## src/rtl/sync_fifo_pkg.sv

```systemverilog
// sync_fifo_pkg: shared defaults and derived constants for sync_fifo.
// Holds the depth helper used to size pointers and storage.
package sync_fifo_pkg;

    localparam int C_DATA_WIDTH      = 8;
    localparam int C_FIFO_DEPTH_BITS = 4;
    localparam int C_DEPTH           = 2 ** C_FIFO_DEPTH_BITS;
    localparam int C_PTR_WIDTH       = C_FIFO_DEPTH_BITS + 1;
    localparam int C_AFULL_THRESH    = C_DEPTH - 2;
    localparam int C_AEMPTY_THRESH   = 2;

    function automatic int fifo_depth(input int depth_bits);
        return 2 ** depth_bits;
    endfunction

endpackage

```

## src/rtl/sync_fifo_mem.sv

```systemverilog
// sync_fifo_mem: simple dual-port storage, one write port and one
// registered read port; the array itself is never cleared.
module sync_fifo_mem #(
    parameter int P_DATA_WIDTH = 8,
    parameter int P_ADDR_WIDTH = 4
) (
    input  logic                    i_clk,
    input  logic                    i_rst_n,
    input  logic                    i_wr_en,
    input  logic [P_ADDR_WIDTH-1:0] i_wr_addr,
    input  logic [P_DATA_WIDTH-1:0] i_wr_data,
    input  logic                    i_rd_en,
    input  logic [P_ADDR_WIDTH-1:0] i_rd_addr,
    output logic [P_DATA_WIDTH-1:0] o_rd_data
);

    logic [P_DATA_WIDTH-1:0] r_mem [2**P_ADDR_WIDTH];
    logic [P_DATA_WIDTH-1:0] r_rd_data;

    // Write port: store the word when the write is accepted.
    always_ff @(posedge i_clk) begin
        if (i_wr_en) begin
            r_mem[i_wr_addr] <= i_wr_data;
        end
    end

    // Read port: capture on accepted read, hold otherwise.
    always_ff @(posedge i_clk) begin
        if (!i_rst_n) begin
            r_rd_data <= '0;
        end else if (i_rd_en) begin
            r_rd_data <= r_mem[i_rd_addr];
        end
    end

    assign o_rd_data = r_rd_data;

endmodule

```

## src/rtl/sync_fifo.sv

```systemverilog
// sync_fifo: synchronous FIFO with level and almost flags.
// Optional sticky error flags under SYNC_FIFO_ERR_FLAGS_EN.
module sync_fifo
    import sync_fifo_pkg::*;
#(
    parameter int P_DATA_WIDTH      = C_DATA_WIDTH,
    parameter int P_FIFO_DEPTH_BITS = C_FIFO_DEPTH_BITS,
    parameter int P_AFULL_THRESH    = 2 ** P_FIFO_DEPTH_BITS - 2,
    parameter int P_AEMPTY_THRESH   = C_AEMPTY_THRESH
) (
    input  logic                         i_clk,
    input  logic                         i_rst_n,
    input  logic                         i_wr_en,
    input  logic [P_DATA_WIDTH-1:0]      i_wr_data,
    input  logic                         i_rd_en,
    output logic [P_DATA_WIDTH-1:0]      o_rd_data,
    output logic                         o_rd_valid,
    output logic                         o_full,
    output logic                         o_empty,
    output logic                         o_afull,
    output logic                         o_aempty,
    output logic [P_FIFO_DEPTH_BITS:0]   o_level,
    output logic                         o_overflow,
    output logic                         o_underflow
);

    localparam int LP_DEPTH = fifo_depth(P_FIFO_DEPTH_BITS);
    localparam int LP_PW    = P_FIFO_DEPTH_BITS + 1;
    localparam int LP_AW    = P_FIFO_DEPTH_BITS;

    localparam logic [LP_PW-1:0] LP_DEPTH_L  = LP_PW'(LP_DEPTH);
    localparam logic [LP_PW-1:0] LP_AFULL_L  = LP_PW'(P_AFULL_THRESH);
    localparam logic [LP_PW-1:0] LP_AEMPTY_L = LP_PW'(P_AEMPTY_THRESH);

    if (P_AFULL_THRESH > LP_DEPTH) begin : g_bad_afull
        $error("sync_fifo: P_AFULL_THRESH exceeds depth");
    end
    if (P_AEMPTY_THRESH > LP_DEPTH) begin : g_bad_aempty
        $error("sync_fifo: P_AEMPTY_THRESH exceeds depth");
    end

    logic [LP_PW-1:0] r_wr_ptr;
    logic [LP_PW-1:0] r_rd_ptr;
    logic             r_rd_valid;
    logic [LP_PW-1:0] w_level;
    logic             w_full;
    logic             w_empty;
    logic             w_wr_acc;
    logic             w_rd_acc;

    // Status is derived from the registered pointers only.
    assign w_level = r_wr_ptr - r_rd_ptr;
    assign w_full  = (w_level == LP_DEPTH_L);
    assign w_empty = (w_level == '0);

    // Requests during reset are ignored, rejected ones never move state.
    assign w_wr_acc = i_rst_n & i_wr_en & ~w_full;
    assign w_rd_acc = i_rst_n & i_rd_en & ~w_empty;

    // Pointer and read-valid registers.
    always_ff @(posedge i_clk) begin
        if (!i_rst_n) begin
            r_wr_ptr   <= '0;
            r_rd_ptr   <= '0;
            r_rd_valid <= 1'b0;
        end else begin
            if (w_wr_acc) begin
                r_wr_ptr <= r_wr_ptr + 1'b1;
            end
            if (w_rd_acc) begin
                r_rd_ptr <= r_rd_ptr + 1'b1;
            end
            r_rd_valid <= w_rd_acc;
        end
    end

    sync_fifo_mem #(
        .P_DATA_WIDTH (P_DATA_WIDTH),
        .P_ADDR_WIDTH (LP_AW)
    ) u_mem (
        .i_clk     (i_clk),
        .i_rst_n   (i_rst_n),
        .i_wr_en   (w_wr_acc),
        .i_wr_addr (r_wr_ptr[LP_AW-1:0]),
        .i_wr_data (i_wr_data),
        .i_rd_en   (w_rd_acc),
        .i_rd_addr (r_rd_ptr[LP_AW-1:0]),
        .o_rd_data (o_rd_data)
    );

    assign o_rd_valid = r_rd_valid;
    assign o_level    = w_level;
    assign o_full     = w_full;
    assign o_empty    = w_empty;
    assign o_afull    = (w_level >= LP_AFULL_L);
    assign o_aempty   = (w_level <= LP_AEMPTY_L);

`ifdef SYNC_FIFO_ERR_FLAGS_EN
    logic r_overflow;
    logic r_underflow;

    // Sticky misuse flags, cleared only by reset.
    always_ff @(posedge i_clk) begin
        if (!i_rst_n) begin
            r_overflow  <= 1'b0;
            r_underflow <= 1'b0;
        end else begin
            if (i_wr_en && w_full) begin
                r_overflow <= 1'b1;
            end
            if (i_rd_en && w_empty) begin
                r_underflow <= 1'b1;
            end
        end
    end

    assign o_overflow  = r_overflow;
    assign o_underflow = r_underflow;
`else
    assign o_overflow  = 1'b0;
    assign o_underflow = 1'b0;
`endif

endmodule

```

## config.mk

```make
export PLATFORM = sky130hd
export DESIGN_NAME = sync_fifo
export DESIGN_NICKNAME = d
export VERILOG_FILES = /design/src/rtl/sync_fifo_pkg.sv /design/src/rtl/sync_fifo_mem.sv /design/src/rtl/sync_fifo.sv
export SDC_FILE = /design/constraint.sdc
export NUM_CORES = 1
export LEC_CHECK = 0
export BUFFER_PORTS_ARGS = -buffer_cell sky130_fd_sc_hd__buf_2
export CORE_MARGIN = 2
export CORE_UTILIZATION = 29
export DETAILED_ROUTE_END_ITERATION = 16
export GPL_TIMING_DRIVEN = 0
export PLACE_DENSITY = 0.55
export SYNTH_ARGS = -nofsm -noshare
export SYNTH_HDL_FRONTEND = slang
export SYNTH_SLANG_ARGS = --single-unit
```

## constraint.sdc

```tcl
create_clock -name i_clk -period 7.1 [get_ports i_clk]
set_input_delay 1.065 -clock i_clk [delete_from_list [all_inputs] [get_ports i_clk]]
set_output_delay 1.065 -clock i_clk [all_outputs]
set_load 0.005 [all_outputs]
```

==> flow_summary_export.csv, run 1 <==
group,metric,value,unit
outcome,status,"completed",
sta,period_share,63.74,%
global_routing,grtUsageTotal,12.73,%
route,routedWlPerCell,19.21,um
clocking,htreeDepth,4,
yosys,synthFlopType,"edfxtp_1",
floorplan,die_area,22320,sq um
global_routing,antenna_found_initial,0,
clocking,cts-root-buf,"clkbuf_16",
global_routing,first_global_vias,3502,
worst_setup_path,cp_max_fo,10,
sta,fin_skew,0.006806,ns
yosys,synth_top_area_share,62.71,%
placement,dp_cells,676,
sta,max_freq,221.0,MHz
sta,final-max-slew-violation-count,0,
floorplan,start_util,29.34,%
route,drc_errors,0,
yosys,ys_async_sr_fraction,0,%
clocking,clock_latency,0.41,ns
placement,dpl_cell_area,6633,sq um
sta,tns,0,ns
clocking,tritoncts,"done",
worst_hold_path,hold_path_class,"reg2reg",
sta,hold_viol,0,
cells_and_area,num-nets-final,442,
cells_and_area,finalInstanceArea,7227,sq um
placement,io_buffers,28,
global_routing,grt_pass1_wl,20420,um
worst_setup_path,critPathKind,"reg2out",
cells_and_area,seq_area,4224,sq um
worst_setup_path,crit_arrival,3.46,ns
yosys,synth.distinct_cells,43,
cells_and_area,syn2layout_area_growth,17.90,%
pwr,p_per_area,359.6,nW/um^2
placement,gp_congestion,0.7704,
yosys,synth_warnings,0,
yosys,synthTopCellsByCount,"edfxtp_1, nand2_1, mux4_2",
worst_setup_path,cp_data_required_time,6.03,ns
global_routing,grt_max_degree,17,
global_routing,top_usage_layer,"met2",
yosys,yosysMostFrequentCell,"edfxtp_1",
cells_and_area,drive_gt1_share,25.46,%
clocking,cts_buffers,17,
cells_and_area,utilization,34.60,%
yosys,synthCells,371,
yosys,yosys.area.top_type,"edfxtp_1",
clocking,clock_path_buffers,2,
cells_and_area,multi_input_area,1755,sq um
sta,timing.slew.headroom,30.42,%
route,ant_nets,0,
route,drt_iter0_markers,287,
clocking,path_clk_slew,0.06,ns
global_routing,grt_overflow_total,0,
placement,dp_hpwl,9046,um
route,wl,13580,um
cells_and_area,diodes,0,
pwr,leakage,2.349,nW
cells_and_area,fillCellCount,1975,
floorplan,core,20890,sq um
clocking,ctsResizeCount,0,
yosys,netlist_area,6130,sq um
cells_and_area,layoutNonFillerInstCount,707,
route,dr.pass1.iters,7,
floorplan,ioPinCount,32,
sta,timing.hold.ws,0.4579,ns
sta,setup_viol,0,
clocking,cts_setup_buffers,0,
sta,worstMarginPinSlew,1.040,ns
sta,final.min_clock_period,4.526,ns
floorplan,rows,53,
pwr,vdd_drop_max,152.8,uV
worst_setup_path,cp-end-kind,"output port",
yosys,synthTopCellsByArea,"edfxtp_1, mux4_2, dfxtp_1",
global_routing,met3_usage,3.364,%
yosys,synth-seq-cells,147,
worst_setup_path,start_kind,"register",
run,maxCapViolCount,0,
clocking,ctsHoldBuffers,0,
yosys,avgSynthCellArea,16.52,sq um
yosys,seq_area_frac_synth,68.91,%
yosys,synth_edf_count,128,
route,dr_total_vias,3427,
sta,rsz0062_at_grt,"false",
global_routing,grtUsageMet1,16.64,%
floorplan,die_w,149.4,um
global_routing,met2_usage,20.11,%
route,vias_per_cell,4.847,
floorplan,die_h,149.4,um
clocking,cts_sinks,147,
[cell families (layout without fill, tap and decap cells)]
| family | after synthesis | in the layout | synth area share [%] |
|---|---|---|---|
| multiplexers | 45 | 45 | 13.78 |
| AO/OA/AOI/OAI | 47 | 47 | 5.613 |
| XOR/XNOR | 4 | 4 | 0.6942 |
| adder cells (fa/ha/maj) | 10 | 10 | 2.164 |
| other | 1 | 2 | 0.06118 |
| AND/OR/NAND/NOR | 82 | 82 | 6.103 |
| buffers and inverters | 35 | 95 | 2.674 |
| flip-flops | 147 | 147 | 68.91 |
[sequential cells by signal (all words and copies together), names as in the netlist]
| name | cells |
|---|---|
| r_wr_ptr | 5 |
| u_mem.o_rd_data | 8 |
| o_rd_valid | 1 |
| r_rd_ptr | 5 |
| u_mem.r_mem | 128 |
[power by group]
group          total, W  internal, W  switching, W
clock network  0.000905     0.000579      0.000326
logic          0.000690     0.000291      0.000400
registers       0.00100     0.000981     0.0000223
total           0.00260      0.00185      0.000748
[layout by cell type (no fill, tap or decap), types with 4 or more instances in the layout]
cell type	Yosys	layout
nand2_1	33	33
mux2i_1	12	12
clkinv_1	0	5
clkbuf_1	6	7
a21oi_1	5	5
or3_1	7	7
buf_4	4	4
edfxtp_1	128	128
ha_1	9	9
inv_1	10	10
o2111ai_1	4	4
mux4_2	31	31
bufinv_16	0	4
buf_1	5	5
clkbuf_16	0	17
buf_2	8	37
nor2_1	22	22
nand2b_1	5	5
o22ai_1	14	14
dfxtp_1	19	19
o211ai_1	12	12
[metal layers]
| layer | up-vias | wire length (um) |
|---|---|---|
| li1 | 1543 | - |
| met1 | 1755 | 6141 |
| met2 | 112 | 6403 |
| met3 | 17 | 725 |
| met4 | 0 | 308 |
| met5 | - | 0 |
[per-stage QoR]
stage | setup slack (ns) | power (W)
after floorplan | 3.585 | 0.001495
after global placement | 2.837 | 0.001706
after detailed placement | 2.958 | 0.001716
after CTS | 2.491 | 0.002620
after global routing | 2.330 | 0.002719
final | 2.574 | 0.002599
[critical path, cell delays in order (launching register included)]
cell       delay (ns)
dfxtp_1          0.39
buf_2            0.33
buf_2            0.34
inv_1            0.12
fa_1             0.47
a21o_1           0.22
a21oi_2          0.14
xor2_1           0.21
inv_2            0.05
buf_2            0.18
a2111oi_0        0.40
buf_2            0.19
[area by class of cell]
class                           instances  area share (%)
Buffer                                 24           1.697
Tap cell                              275           4.761
Inverter                               11          0.5713
Clock buffer                           18           5.938
Multi-Input combinational cell        190           24.29
Sequential cell                       147           58.45
Timing Repair Buffer                   29           2.008
Clock inverter                         13           2.285
[worst paths after layout]
check	start	cells after the start	slack (ns)	end
worst max-delay path	r_rd_ptr[1]$_SDFFE_PN0P_	11	2.57	o_aempty
worst max register to register	r_rd_ptr[1]$_SDFFE_PN0P_	10	3.09	u_mem.r_mem[6][1]$_DFFE_PP_
worst min-delay path	u_mem.o_rd_data[6]$_SDFFE_PN0P_	2	0.46	u_mem.o_rd_data[6]$_SDFFE_PN0P_
worst min register to register	u_mem.o_rd_data[6]$_SDFFE_PN0P_	2	0.46	u_mem.o_rd_data[6]$_SDFFE_PN0P_
Note: power is estimated with default switching activity, not from simulation.
==> run 2: changes to the inputs <==
--- a/config.mk
+++ b/config.mk
@@ -5,6 +5,7 @@
 export SDC_FILE = /design/constraint.sdc
 export NUM_CORES = 1
 export LEC_CHECK = 0
+export ABC_AREA = 1
 export BUFFER_PORTS_ARGS = -buffer_cell sky130_fd_sc_hd__buf_2
 export CORE_MARGIN = 2
 export CORE_UTILIZATION = 29
==> constraint.sdc (replaced) <==
create_clock -name i_clk -period 4.3 [get_ports i_clk]
set_input_delay 0.645 -clock i_clk [delete_from_list [all_inputs] [get_ports i_clk]]
set_output_delay 0.645 -clock i_clk [all_outputs]
set_load 0.005 [all_outputs]
==> flow_summary_export.csv, run 2 <==
group,metric,value,unit
yosys,synthFlopType,"edfxtp_1",
floorplan,die_w,153.2,um
clocking,clock_latency,0.43,ns
yosys,synth_edf_count,128,
worst_setup_path,cp-end-kind,"register",
yosys,synth_warnings,0,
cells_and_area,num-nets-final,699,
global_routing,antenna_found_initial,0,
yosys,synth_xor_area_share,1.338,%
clocking,tritoncts,"done",
floorplan,start_util,29.57,%
pwr,power,0.004582,W
worst_setup_path,critPathKind,"reg2reg",
floorplan,die_area,23460,sq um
cells_and_area,diodes,0,
sta,setup_viol,0,
sta,tns,0,ns
yosys,seq_area_frac_synth,65.45,%
yosys,synthSimpleGateAreaFrac,20.61,%
cells_and_area,syn2layout_area_growth,17.25,%
floorplan,ioPinCount,32,
route,drt_iter0_markers,358,
route,vias_per_cell,4.501,
yosys,yosysMostFrequentCell,"nand2_1",
cells_and_area,regMostFlops,"u_mem.r_mem",
yosys,netlist_area,6454,sq um
worst_setup_path,cp_data_required_time,4.33,ns
worst_setup_path,crit_arrival,3.60,ns
clocking,path_clk_slew,0.06,ns
placement,gp_congestion,0.8252,
global_routing,grt_pass1_wl,24200,um
clocking,clock_path_buffers,2,
cells_and_area,final_cell_mix,"nand2_1, edfxtp_1, nor2_1",
clocking,cts-root-buf,"clkbuf_16",
outcome,status,"completed",
cells_and_area,largest_reg_flops,128,
route,routedWlPerCell,15.95,um
cells_and_area,multi_input_area,1908,sq um
yosys,synth.distinct_cells,30,
cells_and_area,drive_gt1_share,14.08,%
route,dr.pass1.iters,5,
global_routing,grt_max_degree,17,
placement,place_ws,0.6197,ns
run,maxCapViolCount,0,
clocking,ctsResizeCount,0,
yosys,synth-seq-cells,147,
yosys,yosys.area.top_type,"edfxtp_1",
sta,final-max-slew-violation-count,0,
sta,final.min_clock_period,3.570,ns
yosys,synthCells,627,
floorplan,core,21820,sq um
clocking,cts_setup_buffers,0,
sta,timing.slew.headroom,7.453,%
yosys,avgSynthCellArea,10.29,sq um
global_routing,grt_overflow_total,0,
sta,setup_ws,0.7302,ns
yosys,yosys.area_share.adder,2.055,%
pwr,vdd_drop_max,295.6,uV
yosys,synthTopCellsByCount,"nand2_1, edfxtp_1, nor2_1",
global_routing,first_global_vias,4182,
sta,period_share,83.02,%
global_routing,grtUsageTotal,13.82,%
worst_setup_path,cp_max_fo,11,
yosys,ys_async_sr_fraction,0,%
yosys,synth_top_family_by_area,"simple AND/OR/NAND/NOR gates",
yosys,synth_compound_area_share,5.293,%
clocking,cts_sinks,147,
sta,worstMarginPinSlew,1.378,ns
cells_and_area,layout_commonest_cell,"nand2_1",
floorplan,rows,54,
sta,timing.hold.ws,0.4855,ns
sta,rsz0062_at_grt,"false",
clocking,cts_buffers,17,
placement,dp_hpwl,10280,um
route,wl,15460,um
sta,hold_viol,0,
yosys,synth_top_area_share,59.56,%
clocking,htreeDepth,4,
cells_and_area,seq_area,4224,sq um
pwr,leakage,2.925,nW
worst_hold_path,hold_path_class,"reg2reg",
cells_and_area,fillCellCount,2189,
placement,io_buffers,29,
yosys,muxShareOfSynthArea,0,%
cells_and_area,utilization,34.67,%
route,ant_nets,0,
route,drc_errors,0,
route,dr_total_vias,4361,
route,wl_met3,795,um
clocking,ctsHoldBuffers,0,
sta,max_freq,280.1,MHz
route,wl_met2,6935,um
floorplan,die_h,153.2,um
yosys,synthTopCellsByArea,"edfxtp_1, nand2_1, nor2_1",
sta,fin_skew,0.008836,ns
pwr,p_per_area,605.6,nW/um^2
route,wl_met1,7408,um
worst_setup_path,start_kind,"register",
route,top_layer,"met4",
==> run 2: cell count changes in the layout (fill, tap and decap cells not counted), moves of 13 or more <==
cell	delta
o21ai_0	+51
nand2_1	+106
nor3_1	+13
nand3_1	+42
inv_1	+28
nor2_1	+91
o22ai_1	-14
mux4_2	-31
==> run 2: routing by layer <==
layer | track usage, % | vias up
met1 | 18.99 | 2025
met3 | 3.289 | 20
met5 | 0 | -
met4 | 5.688 | 0
met2 | 21.02 | 120
li1 | - | 2196
==> run 2: metrics by stage <==
step | cell area (sq um) | instances
2_1_floorplan | 6457 | 628
3_3_place_gp | 6953 | 937
3_5_place_dp | 6953 | 937
4_1_cts | 7550 | 968
5_1_grt | 7567 | 969
6_report | 7567 | 969
==> run 2: power by group <==
part	switching, W	internal, W
sequential	0.0000329	0.00162
clock	0.000549	0.000958
combinational	0.000950	0.000473
total	0.00153	0.00305
==> run 2: final cells by class <==
cell class	instances	share of cell area, %
Sequential cell	147	55.82
Multi-Input combinational cell	407	25.21
Clock buffer	19	5.721
Tap cell	280	4.630
Buffer	31	2.298
Clock inverter	12	2.166
Inverter	43	2.133
Timing Repair Buffer	30	2.017
==> run 2: worst paths after layout <==
path                                          startpoint                            to  slack [ns]  cells after the start
worst max-delay path            r_rd_ptr[1]$_SDFFE_PN0P_  u_mem.r_mem[14][7]$_DFFE_PP_        0.73                     12
worst min-delay path            r_rd_ptr[3]$_SDFFE_PN0P_      r_rd_ptr[3]$_SDFFE_PN0P_        0.49                      2
worst max register to register  r_rd_ptr[1]$_SDFFE_PN0P_  u_mem.r_mem[14][7]$_DFFE_PP_        0.73                     12
worst min register to register  r_rd_ptr[3]$_SDFFE_PN0P_      r_rd_ptr[3]$_SDFFE_PN0P_        0.49                      2
==> run 2: logic make-up (layout without fill, tap and decap cells) <==
family,after synthesis,after routing
AND/OR/NAND/NOR,319,319
flip-flops,147,147
buffers and inverters,74,135
XOR/XNOR,9,9
adder cells (fa/ha/maj),10,10
other,1,2
AO/OA/AOI/OAI,67,67
==> run 2: worst max-delay path, stage by stage, from the launching register on <==
cell	delay (ns)
dfxtp_1	0.33
buf_2	0.23
inv_2	0.11
buf_2	0.24
fa_1	0.49
nand3_1	0.13
nand3_1	0.09
nand2_1	0.08
nand2_2	0.08
nand3_4	0.11
nand2_4	0.08
buf_6	0.15
nor3_1	1.04
